### config.mk
export PLATFORM = sky130hd
export DESIGN_NAME = lif_neuron_layer
export DESIGN_NICKNAME = d
export VERILOG_FILES = /design/src/rtl/lif_neuron_layer.sv
export SDC_FILE = /design/constraint.sdc
export NUM_CORES = 1
export LEC_CHECK = 0
export BUFFER_PORTS_ARGS = -buffer_cell sky130_fd_sc_hd__buf_4
export CAP_MARGIN = 20
export CORE_MARGIN = 5
export CORE_UTILIZATION = 35
export CTS_CLUSTER_DIAMETER = 150
export CTS_CLUSTER_SIZE = 30
export DETAILED_ROUTE_END_ITERATION = 6
export SLEW_MARGIN = 20
export SYNTH_ARGS = -nofsm -noshare
export SYNTH_HDL_FRONTEND = slang
export SYNTH_SLANG_ARGS = --single-unit
### constraint.sdc
create_clock -name clk -period 9 [get_ports clk]
set_input_delay 0 -clock clk [delete_from_list [all_inputs] [get_ports clk]]
set_output_delay 0 -clock clk [all_outputs]
set_load 0.01 [all_outputs]
### src/rtl/lif_neuron_layer.sv
// lif_neuron_layer: layer of leaky integrate-and-fire neurons updated serially, one neuron per cycle per time step.
// Define LIF_STDP_EN to enable on-chip STDP weight learning on fire; otherwise learn is ignored.
module lif_neuron_layer #(
    parameter int                N_INPUTS      = 8,
    parameter int                N_NEURONS     = 4,
    parameter int                WEIGHT_W      = 4,
    parameter logic [WEIGHT_W-1:0] WEIGHT_INIT = 4'd8,
    parameter int                POT_W         = 10,
    parameter logic [POT_W-1:0]  THRESHOLD     = 10'd200,
    parameter int                LEAK_SHIFT    = 3,
    parameter int                REFRACT_STEPS = 2,
    parameter logic [23:0]       TICK_DIV      = 24'd10_000_000,
    localparam int               NW            = N_NEURONS * N_INPUTS,
    localparam int               AW            = (NW > 1) ? $clog2(NW) : 1
) (
    input  logic                 clk,
    input  logic                 rst_n,
    input  logic                 ena,
    input  logic [N_INPUTS-1:0]  spikes_in,
    input  logic                 learn,
    input  logic                 wr_en,
    input  logic [AW-1:0]        wr_addr,
    input  logic [WEIGHT_W-1:0]  wr_data,
    output logic [WEIGHT_W-1:0]  rd_data,
    output logic [N_NEURONS-1:0] spike_out,
    output logic                 spike_valid,
    output logic                 busy,
    output logic                 overrun
);
    localparam int IW = (N_NEURONS > 1) ? $clog2(N_NEURONS) : 1;
    localparam int SW = POT_W + ((N_INPUTS > 1) ? $clog2(N_INPUTS) : 1);
    localparam int RW = (REFRACT_STEPS > 0) ? $clog2(REFRACT_STEPS + 1) : 1;
    localparam logic [SW-1:0] POT_MAX = SW'({POT_W{1'b1}});
    localparam logic [23:0] TICK_LAST = TICK_DIV - 24'd1;

    typedef enum logic [1:0] {IDLE, SWEEP, DONE} state_t;
    state_t state, state_nx;

    logic [23:0]          cnt;
    logic                 tick;
    logic [IW-1:0]        idx;
    logic [N_INPUTS-1:0]  snap;
    logic [N_NEURONS-1:0] fired;
    logic [WEIGHT_W-1:0]  w [2**AW];
    logic [POT_W-1:0]     pot [N_NEURONS];
    logic [RW-1:0]        refr [N_NEURONS];
    logic [AW-1:0]        base;
    logic [POT_W-1:0]     p1;
    logic [SW-1:0]        s, s_sat;
    logic                 fire;

    assign tick    = ena && cnt == TICK_LAST;
    assign rd_data = w[wr_addr];

    always_comb begin
        state_nx = state;
        if (state == IDLE && tick)
            state_nx = SWEEP;
        else if (state == SWEEP && idx == IW'(N_NEURONS - 1))
            state_nx = DONE;
        else if (state == DONE)
            state_nx = IDLE;
        busy = state != IDLE;
    end

    // Datapath for the neuron currently selected by idx.
    always_comb begin
        base = AW'(idx * N_INPUTS);
        p1 = (LEAK_SHIFT == 0) ? pot[idx] : pot[idx] - (pot[idx] >> LEAK_SHIFT);
        s = SW'(p1);
        for (int i = 0; i < N_INPUTS; i++)
            s = s + (snap[i] ? SW'(w[base + AW'(i)]) : '0);
        s_sat = (s > POT_MAX) ? POT_MAX : s;
        fire = refr[idx] == '0 && s_sat >= SW'(THRESHOLD);
    end

    always_ff @(posedge clk or negedge rst_n) begin
        if (!rst_n)
            state <= IDLE;
        else
            state <= state_nx;
    end

    always_ff @(posedge clk or negedge rst_n) begin
        if (!rst_n) begin
            cnt         <= '0;
            idx         <= '0;
            snap        <= '0;
            fired       <= '0;
            spike_out   <= '0;
            spike_valid <= 1'b0;
            overrun     <= 1'b0;
            for (int i = 0; i < N_NEURONS; i++) begin
                pot[i]  <= '0;
                refr[i] <= '0;
            end
            for (int i = 0; i < 2**AW; i++)
                w[i] <= WEIGHT_INIT;
        end else begin
            if (ena)
                cnt <= tick ? '0 : cnt + 24'd1;
            spike_valid <= state == DONE;
            spike_out   <= (state == DONE) ? fired : '0;
            if (tick && busy)
                overrun <= 1'b1;
            if (state == IDLE && tick) begin
                snap  <= spikes_in;
                idx   <= '0;
                fired <= '0;
            end
            if (state == SWEEP) begin
                idx        <= idx + 1'b1;
                fired[idx] <= fire;
                if (refr[idx] != '0) begin
                    refr[idx] <= refr[idx] - 1'b1;
                    pot[idx]  <= '0;
                end else if (fire) begin
                    refr[idx] <= RW'(REFRACT_STEPS);
                    pot[idx]  <= '0;
                end else begin
                    pot[idx] <= s_sat[POT_W-1:0];
                end
`ifdef LIF_STDP_EN
                if (fire && learn)
                    for (int i = 0; i < N_INPUTS; i++)
                        w[base + AW'(i)] <= snap[i]
                            ? (&w[base + AW'(i)] ? w[base + AW'(i)] : w[base + AW'(i)] + 1'b1)
                            : (|w[base + AW'(i)] ? w[base + AW'(i)] - 1'b1 : w[base + AW'(i)]);
`endif
            end
            if (wr_en && !busy)
                w[wr_addr] <= wr_data;
        end
    end

`ifndef LIF_STDP_EN
    logic unused_learn;
    assign unused_learn = learn;
`endif
endmodule
==> results of run 1 <==
==> cells in the final DEF (no fill, tap or decap), drive strengths merged, types with 13 or more instances in the layout <==
| cell | instances |
|---|---|
| mux2 | 136 |
| and2 | 32 |
| fa | 28 |
| a21oi | 15 |
| dfstp | 32 |
| inv | 60 |
| nor2 | 55 |
| o21ai | 34 |
| dfrtp | 190 |
| xnor2 | 16 |
| nand4 | 13 |
| mux4 | 76 |
| clkbuf | 15 |
| o31ai | 18 |
| nand2 | 109 |
| buf | 39 |
| a22oi | 16 |
| ha | 26 |
==> worst max-delay path, delay by kind of cell, from the launching register on <==
kind / cells / cell delay [ns]
flops: 1 / 0.65
mux: 1 / 0.60
fa+ha+maj: 6 / 2.72
buf+inv: 6 / 0.63
compound gates: 7 / 1.58
xor+xnor: 1 / 0.45
simple gates: 2 / 0.24
==> power by group through the flow <==
stage	Combinational [W]	Clock (W)	Sequential [W]
finish	0.000326	0.000573	0.00124
global placement	0.000318	0	0.00125
detailed placement	0.000324	0	0.00126
CTS	0.000329	0.000596	0.00124
floorplan	0.000235	0	0.00121
global route	0.000354	0.000623	0.00125
==> stage by stage <==
step / total power, W / util (%) / worst slack, ns
global placement: 0.00157 / 37.1 / 2.04
global route: 0.00223 / 38.3 / 1.37
CTS: 0.00216 / 38.2 / 1.92
detailed placement: 0.00158 / 37.1 / 1.93
floorplan: 0.00145 / - / 2.08
finish: 0.00214 / 38.3 / 1.96
==> cell families (layout without fill, tap and decap cells) <==
family                   Yosys count  in the layout  synth area share [%]
XOR/XNOR                          26             26                  1.84
adder cells (fa/ha/maj)           54             54                  7.15
AO/OA/AOI/OAI                    113            113                  5.93
multiplexers                     212            212                  26.2
AND/OR/NAND/NOR                  266            266                  10.2
flip-flops                       222            222                  45.2
buffers and inverters            116            126                  3.57
==> synth_stat cells (3+ instances only) <==
library cell and n:
sky130_fd_sc_hd__a21o_1 7, sky130_fd_sc_hd__a21oi_1 15, sky130_fd_sc_hd__a22oi_1 16, sky130_fd_sc_hd__a31oi_1 5, sky130_fd_sc_hd__and2_1 32, sky130_fd_sc_hd__and3_1 4, sky130_fd_sc_hd__and3b_1 3, sky130_fd_sc_hd__buf_1 14
sky130_fd_sc_hd__buf_2 6, sky130_fd_sc_hd__clkbuf_1 36, sky130_fd_sc_hd__dfrtp_1 190, sky130_fd_sc_hd__dfstp_2 32, sky130_fd_sc_hd__fa_1 28, sky130_fd_sc_hd__ha_1 26, sky130_fd_sc_hd__inv_1 59, sky130_fd_sc_hd__mux2_2 136
sky130_fd_sc_hd__mux4_2 76, sky130_fd_sc_hd__nand2_1 109, sky130_fd_sc_hd__nand3_1 11, sky130_fd_sc_hd__nand3b_1 3, sky130_fd_sc_hd__nand4_1 13, sky130_fd_sc_hd__nor2_1 55, sky130_fd_sc_hd__nor2b_1 7, sky130_fd_sc_hd__nor3_1 7
sky130_fd_sc_hd__nor4_1 5, sky130_fd_sc_hd__o21a_1 9, sky130_fd_sc_hd__o21ai_0 31, sky130_fd_sc_hd__o21ai_1 3, sky130_fd_sc_hd__o31ai_1 18, sky130_fd_sc_hd__or2_2 4, sky130_fd_sc_hd__xnor2_1 16, sky130_fd_sc_hd__xor2_1 10
==> how the worst max path moves through the flow <==
| stage | slack, ns | depth (start not counted) | to |
|---|---|---|---|
| global route | 1.37 | 23 | pot[5]$_DFFE_PN0P_ |
| detailed placement | 1.93 | 20 | pot[27]$_DFFE_PN0P_ |
| CTS | 1.92 | 20 | pot[16]$_DFFE_PN0P_ |
| finish | 1.96 | 23 | pot[16]$_DFFE_PN0P_ |
| floorplan | 2.08 | 25 | refr[1]$_DFFE_PN0P_ |
| global placement | 2.04 | 20 | pot[5]$_DFFE_PN0P_ |
==> area by class of cell <==
class	instances	area, sq um	area share [%]
clock buffer	15	290	2.15
clock inverter	2	25.0	0.186
inverter	60	225	1.67
multi-input combinational	671	6360	47.2
sequential	222	5600	41.6
tap	461	577	4.28
timing repair buffer	49	400	2.97
==> registers in the layout (all words and copies together) (netlist names) <==
| name | flops |
|---|---|
| spike_valid | 1 |
| fired | 4 |
| overrun | 1 |
| pot | 40 |
| cnt | 24 |
| state | 2 |
| idx | 2 |
| w | 128 |
| snap | 8 |
| refr | 8 |
| spike_out | 4 |
==> routing by layer <==
| layer | GRT usage, % | vias to the layer above | wire, um |
|---|---|---|---|
| met5 | 0 | - | 0 |
| met4 | 3.39 | 0 | 576 |
| met3 | 2.64 | 26 | 1730 |
| met2 | 24.8 | 218 | 14400 |
| met1 | 23.0 | 4118 | 13700 |
| li1 | - | 3604 | - |
==> what timing repair did <==
action,4_1_cts,5_1_grt
setup endpoints to repair,0,0
buffers inserted,0,0
gates resized for setup,0,0
endpoints found under the hold margin,133,0
hold buffers,10,0
==> impl_summary.txt, run 1 <==
----------------------------------------------------
[Hold path]
  End point of the most critical hold path ... w[39]$_DFFE_PN1P_
  HP Start ... wr_data[3]
  Depth of the worst hold-timing path ... 2
  Path category of the worst min-delay check ... in -> reg

[Clock network]
  Clock tree from TritonCTS ... done
  Root cell of the clock tree ... sky130_fd_sc_hd__clkbuf_16
  Clock network latency to the later pin of the worst-skew pair ... 0.49 ns
  Clock buffer depth ... 3
  CTS clk-pin slew, worst paths ... 0.12 ns
  Clk sinks ... 222
  Number of H-tree branching levels ... 1
  Inserted Clock Buffers ... 11

[Power and ir drop]
  Leakage ... 5.76 nW
  Combinational power share ... 15.3%
  Pwr/cell area ... 159 nW/um^2
  Switching pwr ... 0.000574 W
  Clk pwr share ... 26.8%
  Fraction of power consumed by sequential logic ... 57.9%
  Share of total power consumed by net switching ... 26.9%
  Internal portion of total power ... 0.00156 W
  Worst supply voltage drop on vdd ... 0.000111 V

[Placed design]
  Cell Count Post-Placement ... 1453
  DP Wirelength ... 21.1 mm
  Placer's final routability congestion estimate ... 0.839
  Placed inst area ... 13100 sq um
  Buffers on Ports ... 31

[Timing]
  Relative slew slack ... 28.3%
  Final Slew Violations ... 0
  Setup repair after global routing missed its margin ... no
  Hold Worst Slack ... 0.0212 ns
  Final hold violations ... 0
  Share of the clock period used by the worst path after layout ... 78.2%
  Maximum clock frequency ... 0.142 GHz
  Transition time of the tightest slew-check pin ... 1.07 ns
  Count of final setup violators ... 0
  Post-Route Setup TNS ... 0 ns
  Clock skew ... 0.0210 ns
  Clock period minus final worst setup slack ... 7.04 ns

[Floorplan]
  Die boundary width ... 198 um
  Number of standard-cell rows in the floorplan ... 69
  Area enclosed by the die boundary ... 39300 sq um
  Core Box Area ... 35200 sq um
  Starting Density ... 35.2%
  I/O pin cnt ... 33
  Die H ... 198 um

[Global route]
  Global Route Usage Sum ... 15.7%
  Congestion Overflow GR ... 0
  Vias in the first global route ... 8060
  Antenna violations before repair ... 0
  Largest net degree at the start of global routing ... 123
  Wire length of the first global-routing pass ... 48.4 mm

[Route]
  Antenna-violating nets left ... 0
  First-pass detailed-route iteration total ... 5
  Number of vias in the routed layout ... 7966
  Vias per cell ... 5.38
  Aggregate routed wire length ... 30.4 mm
  Number of DRC markers after the initial detailed-route iteration ... 635
  Residual DRC ... 0
  Routed len/inst ... 20.6 um

[Worst setup path]
  RR Endpoint ... pot[16]$_DFFE_PN0P_
  Peak fanout along the critical path ... 40
  Required time of the worst setup path ... 9.39 ns
  Worst Reg-to-Reg Cells ... 23
  Slowest cell delay on critical path ... 0.65 ns
  Category of the most critical setup path ... reg -> reg
  Startpoint class of the critical path ... flop
  Critical path arrival ... 7.43 ns
  Library cell appearing most often on the critical path ... sky130_fd_sc_hd__inv_1
  Type of element capturing the critical path ... flop
  Slack of the worst reg-to-reg path ... 1.96 ns
  Cell with the biggest individual delay on the critical path ... sky130_fd_sc_hd__dfrtp_4
  Cells along the critical path ... mux4_2, inv_1, ha_1, nor2b_1, o21ai_0, a21oi_1, fa_1, inv_1, fa_1, inv_1, fa_1, inv_1, fa_1, inv_1, ha_1, a21o_1, a311o_1, a21oi_1, xor2_1, o311a_2, nand4_1, buf_4, o31ai_1
  Launching instance or port of the critical path ... idx[0]$_DFFE_PN0P_
  Beginning of the worst register-to-register path ... idx[0]$_DFFE_PN0P_

[Outcome]
  Result of the run ... finished clean

[Synthesis]
  Proportion of synthesized chip area in sequential cells ... 45.2%
  Dominant cell type by area after synthesis ... sky130_fd_sc_hd__dfrtp_1
  Number of enable-type register cells in the synthesized netlist ... 0
  Number of warnings reported in the yosys synthesis log ... 0
  Synth async-reset ratio ... 100%
  Post-synth net total ... 1085
  Cell variety after synth ... 51
  Synth area leaders ... sky130_fd_sc_hd__dfrtp_1 38%, sky130_fd_sc_hd__mux4_2 14%, sky130_fd_sc_hd__mux2_2 12%
  Top-area cell type share of the netlist area ... 38.4%
  Most frequently used flop master after synthesis ... sky130_fd_sc_hd__dfrtp_1
  Average size of a mapped cell ... 12.3 sq um
  Area of the mapped netlist ... 12400 sq um
  Flip-flop and latch count after synthesis ... 222
  Cells after Synth ... 1009

[Layout]
  Area growth from synthesis to layout ... 8.75%
  Fraction of layout cells with a size suffix above 1 ... 30.0%
  Number of inserted diodes ... 0
  Finished layout cell area ... 13500 sq um
  Layout Nets ... 1091
  Post-route non-filler standard cell count ... 1480
  Layout filler cell count ... 3393

[Job]
  Maximum Capacitance Violations ... 0

----------------------------------------------------
Power figures use the tool's default switching activity.
==> run 2, diff against run 1 <==
Clock period 9 ns to 7 ns, I/O delays scaled along.
==> run 2 against run 1 <==
- critical path depth up 1
- global-route usage hardly changed
- clock power rose by 26%
- sequential share of layout area down 0.27 points
- critical endpoint is now pot[10]$_DFFE_PN0P_
- largest cell class unchanged
- highest routed layer unchanged
==> impl_summary.txt, run 2 (synthesis gave the netlist of run 1 again) <==
----------------------------------------------------
[Outcome]
  Result of the run ... finished clean

[Clock network]
  Clock network latency to the later pin of the worst-skew pair ... 0.48 ns
  Clock tree from TritonCTS ... done
  Inserted Clock Buffers ... 11
  CTS clk-pin slew, worst paths ... 0.12 ns
  Clk sinks ... 222
  Number of H-tree branching levels ... 1
  Clock buffer depth ... 3
  Root cell of the clock tree ... sky130_fd_sc_hd__clkbuf_16

[Placed design]
  Post-Place Setup Slack ... 0.256 ns
  Placer's final routability congestion estimate ... 0.848
  Buffers on Ports ... 31
  DP Wirelength ... 21.7 mm
  Cell Count Post-Placement ... 1459

[Layout]
  Max FFs per register ... 128
  Post-route non-filler standard cell count ... 1491
  Fraction of layout cells with a size suffix above 1 ... 30.9%
  Area growth from synthesis to layout ... 9.52%
  Number of inserted diodes ... 0
  Commonest cells after routing, fill and taps aside ... 188 x sky130_fd_sc_hd__dfrtp_1, 136 x sky130_fd_sc_hd__mux2_2, 109 x sky130_fd_sc_hd__nand2_1
  Layout filler cell count ... 3430
  Registers with the highest flip-flop counts ... w x128, pot x40, cnt x24
  Most common cell after layout, fill and taps aside ... sky130_fd_sc_hd__dfrtp_1
  Layout Utilization ... 38.5%
  Layout Nets ... 1104
  Most flop-heavy register ... w

[Global route]
  Antenna violations before repair ... 0
  Congestion Overflow GR ... 0
  Global Route Usage Sum ... 15.7%
  Wire length of the first global-routing pass ... 48.5 mm
  Vias in the first global route ... 8295
  Largest net degree at the start of global routing ... 120

[Route]
  First-pass detailed-route iteration total ... 5
  Vias per cell ... 5.37
  Number of vias in the routed layout ... 8012
  Routed len/inst ... 20.5 um
  Residual DRC ... 0
  Number of DRC markers after the initial detailed-route iteration ... 706
  Aggregate routed wire length ... 30.6 mm
  Antenna-violating nets left ... 0

[Worst setup path]
  Critical path arrival ... 7.00 ns
  Beginning of the worst register-to-register path ... idx[0]$_DFFE_PN0P_
  Startpoint class of the critical path ... flop
  Cell with the biggest individual delay on the critical path ... sky130_fd_sc_hd__fa_1
  Slowest cell delay on critical path ... 0.58 ns
  Peak fanout along the critical path ... 24
  RR Endpoint ... pot[10]$_DFFE_PN0P_
  Category of the most critical setup path ... reg -> reg
  Worst Reg-to-Reg Cells ... 24
  Slack of the worst reg-to-reg path ... 0.35 ns
  Type of element capturing the critical path ... flop
  Cells along the critical path ... buf_4, mux4_2, inv_1, ha_1, nor2b_1, o21ai_0, a21oi_1, fa_1, inv_1, fa_1, inv_1, fa_1, inv_1, fa_1, inv_1, ha_1, a21o_1, a311o_1, a21oi_1, xor2_1, o311a_2, nand4_1, buf_6, o21ai_0
  Library cell appearing most often on the critical path ... sky130_fd_sc_hd__inv_1
  Required time of the worst setup path ... 7.35 ns

[Timing]
  Post-Route Setup TNS ... 0 ns
  Share of the clock period used by the worst path after layout ... 95.0%
  Clock period minus final worst setup slack ... 6.65 ns
  Maximum clock frequency ... 0.150 GHz
  Relative slew slack ... 29.2%
  Setup repair after global routing missed its margin ... no
  Clock skew ... 0.0294 ns
  Final hold violations ... 0
  Count of final setup violators ... 0
  Smallest setup slack after layout ... 0.352 ns
  Transition time of the tightest slew-check pin ... 1.06 ns
  Final Slew Violations ... 0

[Floorplan]
  Number of standard-cell rows in the floorplan ... 69
  Die boundary width ... 198 um
  Starting Density ... 35.2%
  I/O pin cnt ... 33
  Core Box Area ... 35200 sq um
  Die H ... 198 um
  Area enclosed by the die boundary ... 39300 sq um

[Hold path]
  Depth of the worst hold-timing path ... 2
  End point of the most critical hold path ... w[98]$_DFFE_PN0P_
  HP Start ... wr_data[2]
  Path category of the worst min-delay check ... in -> reg

[Power and ir drop]
  Pwr/cell area ... 202 nW/um^2
  Worst supply voltage drop on vdd ... 0.000139 V
  Leakage ... 5.83 nW

[Job]
  Maximum Capacitance Violations ... 0

----------------------------------------------------
==> run 2: stage by stage <==
step / hold slack, ns / cell area [sq um] / total power [W]
after floorplan: -0.296 / 12400 / 0.00186
after detailed placement: 0.141 / 13100 / 0.00203
after global placement: 0.139 / 13100 / 0.00202
after CTS: 0.0323 / 13500 / 0.00276
final: 0.0363 / 13600 / 0.00274
after global routing: 0.0545 / 13600 / 0.00285
==> run 2: worst max path at each step <==
stage,slack (ns),endpoint,startpoint,cells after the start
final,0.35,pot[10]$_DFFE_PN0P_,idx[0]$_DFFE_PN0P_,24
after detailed placement,0.26,pot[10]$_DFFE_PN0P_,idx[0]$_DFFE_PN0P_,23
after global routing,0.0007,pot[37]$_DFFE_PN0P_,idx[0]$_DFFE_PN0P_,23
after CTS,0.22,pot[10]$_DFFE_PN0P_,idx[0]$_DFFE_PN0P_,23
after global placement,0.36,pot[11]$_DFFE_PN0P_,idx[0]$_DFFE_PN0P_,23
after floorplan,0.08,refr[1]$_DFFE_PN0P_,idx[0]$_DFFE_PN0P_,25
==> run 2: final cells by class <==
type,instances,area (sq um),area share (%)
Sequential cell,222,5600,41.3
Clock buffer,14,287,2.11
Tap cell,461,577,4.25
Timing Repair Buffer,62,502,3.70
Clock inverter,1,20.0,0.148
Inverter,60,225,1.66
Multi-Input combinational cell,671,6360,46.9
==> run 2: critical path, delay by kind of cell, from the launching register on <==
family / cells / cell delay [ns]
AO/OA/AOI/OAI: 7 / 1.62
XOR/XNOR: 1 / 0.11
adder cells (fa/ha/maj): 6 / 2.73
buffers and inverters: 7 / 0.75
flip-flops: 1 / 0.50
multiplexers: 1 / 0.53
AND/OR/NAND/NOR: 2 / 0.29
==> run 2: routing by layer <==
layer | track usage, % | vias up | wire length (um)
li1 | - | 3630 | -
met1 | 22.6 | 4188 | 14100
met2 | 26.1 | 172 | 14800
met3 | 1.87 | 22 | 1310
met4 | 2.63 | 0 | 401
met5 | 0 | - | 0
==> run 2: timing repair <==
| item | in CTS | in global routing |
|---|---|---|
| hold buffers | 10 | 0 |
| gates resized for setup | 0 | 3 |
| setup endpoints to repair | 0 | 40 |
| endpoints found under the hold margin | 114 | 0 |
| setup buffers | 0 | 7 |
==> run 2: report_power, final <==
group | leakage [nW] | switching (W) | internal [W] | total [W]
clock network | 0.149 | 0.000422 | 0.000301 | 0.000723
logic | 2.81 | 0.000174 | 0.000247 | 0.000422
registers | 2.87 | 0.000133 | 0.00146 | 0.00159
total | 5.83 | 0.000728 | 0.00201 | 0.00274
==> run 3, diff against run 2 <==
Settings changed: CORE_ASPECT_RATIO set to 2.
Clock period 7 ns to 6.06 ns, I/O delays scaled along.
==> run 3 against run 2 <==
- the run now ends with negative setup slack left
- hold slack worse by 0.019 ns
- die area up 0.58%
- wire length grew 13%
- non-clock buffer count rose by 28
==> impl_summary.txt, run 3 (synthesis gave the netlist of run 1 again) <==
----------------------------------------------------
[Clock network]
  Number of H-tree branching levels ... 1
  Clk sinks ... 222
  Clock tree from TritonCTS ... done
  Root cell of the clock tree ... sky130_fd_sc_hd__clkbuf_16
  Clock buffer depth ... 3
  Clock network latency to the later pin of the worst-skew pair ... 0.49 ns
  Inserted Clock Buffers ... 11
  CTS clk-pin slew, worst paths ... 0.12 ns

[Route]
  Vias per cell ... 5.57
  Routed len/inst ... 23.0 um
  First-pass detailed-route iteration total ... 5
  Aggregate routed wire length ... 34.6 mm
  Number of DRC markers after the initial detailed-route iteration ... 532
  Residual DRC ... 0
  Number of vias in the routed layout ... 8378
  Antenna-violating nets left ... 0

[Worst setup path]
  Slack of the worst reg-to-reg path ... -0.12 ns
  End of the critical path ... pot[33]$_DFFE_PN0P_
  RR Endpoint ... pot[33]$_DFFE_PN0P_
  Peak fanout along the critical path ... 10
  Type of element capturing the critical path ... flop
  Library cell appearing most often on the critical path ... sky130_fd_sc_hd__fa_1
  Cell with the biggest individual delay on the critical path ... sky130_fd_sc_hd__fa_1
  Category of the most critical setup path ... reg -> reg
  Cells along the critical path ... buf_8, mux4_2, buf_4, fa_2, xor2_2, fa_1, fa_1, fa_1, inv_2, fa_1, inv_1, ha_2, inv_2, fa_2, nor2b_2, o21a_1, and3_1, or3b_1, o221ai_2, nand4_1, buf_6, buf_12, o31ai_1
  Startpoint class of the critical path ... flop
  Required time of the worst setup path ... 6.46 ns
  Critical path arrival ... 6.58 ns
  Slowest cell delay on critical path ... 0.56 ns
  Beginning of the worst register-to-register path ... idx[0]$_DFFE_PN0P_
  Worst Reg-to-Reg Cells ... 23
  Launching instance or port of the critical path ... idx[0]$_DFFE_PN0P_

[Placed design]
  Placer's final routability congestion estimate ... 0.887
  Buffers on Ports ... 31
  DP Wirelength ... 26.2 mm
  Placed inst area ... 13400 sq um

[Power and ir drop]
  Leakage ... 6.06 nW
  Worst supply voltage drop on vdd ... 0.000263 V
  Pwr/cell area ... 223 nW/um^2

[Layout]
  Fraction of layout cells with a size suffix above 1 ... 37.3%
  Most common cell after layout, fill and taps aside ... sky130_fd_sc_hd__dfrtp_1
  Number of inserted diodes ... 0
  Finished layout cell area ... 14100 sq um
  Registers with the highest flip-flop counts ... w x128, pot x40, cnt x24
  Max FFs per register ... 128
  Commonest cells after routing, fill and taps aside ... 188 x sky130_fd_sc_hd__dfrtp_1, 136 x sky130_fd_sc_hd__mux2_2, 109 x sky130_fd_sc_hd__nand2_1
  Most flop-heavy register ... w
  Area growth from synthesis to layout ... 14.0%
  Layout Nets ... 1132

[Floorplan]
  Starting Density ... 35.3%
  Die boundary width ... 143 um
  Core Box Area ... 35100 sq um
  Area enclosed by the die boundary ... 39500 sq um
  Die H ... 276 um
  Number of standard-cell rows in the floorplan ... 97
  I/O pin cnt ... 33

[Outcome]
  Violated checks ... negative setup slack
  Result of the run ... finished with violations

[Hold path]
  Depth of the worst hold-timing path ... 2
  Path category of the worst min-delay check ... in -> reg

[Timing]
  Final Slew Violations ... 0
  Maximum clock frequency ... 0.162 GHz
  Transition time of the tightest slew-check pin ... 1.24 ns
  Post-Route Setup TNS ... -2.18 ns
  Share of the clock period used by the worst path after layout ... 102%
  Final hold violations ... 0
  Clock skew ... 0.0226 ns
  Clock period minus final worst setup slack ... 6.18 ns
  Relative slew slack ... 16.7%
  Setup repair after global routing missed its margin ... yes
  Count of final setup violators ... 40
  Smallest setup slack after layout ... -0.120 ns

[Global route]
  Antenna violations before repair ... 0
  Congestion Overflow GR ... 0
  Largest net degree at the start of global routing ... 77
  Wire length of the first global-routing pass ... 53.5 mm
  Global Route Usage Sum ... 17.8%
  Vias in the first global route ... 8920

[Job]
  Maximum Capacitance Violations ... 0

----------------------------------------------------
## run 3: worst min path at each step
stage / start / endpoint / slack, ns
global route: wr_data[2] / w[118]$_DFFE_PN0P_ / 0.04
floorplan: rst_n / cnt[0]$_DFFE_PN0P_ / -0.30
global placement: rst_n / cnt[13]$_DFFE_PN0P_ / 0.02
CTS: wr_data[2] / w[82]$_DFFE_PN0P_ / 0.008
finish: wr_data[2] / w[90]$_DFFE_PN0P_ / 0.02
detailed placement: rst_n / cnt[16]$_DFFE_PN0P_ / 0.03
## run 3: metrics by stage
stage	utilization, %	instances	worst slack [ns]	total power (W)	hold slack [ns]
2_1_floorplan	-	1009	-0.0127	0.00215	-0.296
3_3_place_gp	38.1	1462	-0.0729	0.00232	0.0214
3_5_place_dp	38.1	1462	-0.132	0.00234	0.0275
4_1_cts	39.6	1496	-0.135	0.00318	0.00832
5_1_grt	40.3	1503	-0.310	0.00329	0.0378
6_report	40.3	1503	-0.120	0.00315	0.0173
## run 3: critical path, delay by kind of cell (launching register included)
kind                       cells  cell delay [ns]
buffers and inverters          7             0.78
adders and majority gates      7             2.85
AOI/OAI and AO/OA              3             0.51
muxes                          1             0.48
and+or+nand+nor                4             0.78
DFF                            1             0.50
xor gates and xnor gates       1             0.16
## run 3: area by class of cell
| type | instances | area, sq um |
|---|---|---|
| Tap cell | 445 | 557 |
| Sequential cell | 222 | 5600 |
| Inverter | 60 | 225 |
| Multi-Input combinational cell | 671 | 6620 |
| Timing Repair Buffer | 90 | 813 |
| Clock inverter | 1 | 20.0 |
| Fill cell | 3281 | 21000 |
| Clock buffer | 14 | 287 |
## run 3: timing repair
action,CTS,global route
endpoints found under the setup margin,44,44
cloned,1,2
pin swaps,0,6
setup buffers,5,5
resized for setup,33,35
hold endpoints to repair,118,0
hold buffers,13,0
## run 3: routing by layer
layer  up-vias  routed length [um]  track usage, %
met4         0                3110            13.0
met5         -                   0               0
met3       122                 784            1.61
li1       3681                   -               -
met1      4356               10800            16.7
met2       219               20000            34.2
## run 3: power breakdown
group / internal, W / leakage (nW) / switching (W)
Combinational: 0.000286 / 3.04 / 0.000184
Sequential: 0.00169 / 2.87 / 0.000154
Clock: 0.000348 / 0.149 / 0.000492
Total: 0.00232 / 6.06 / 0.000830
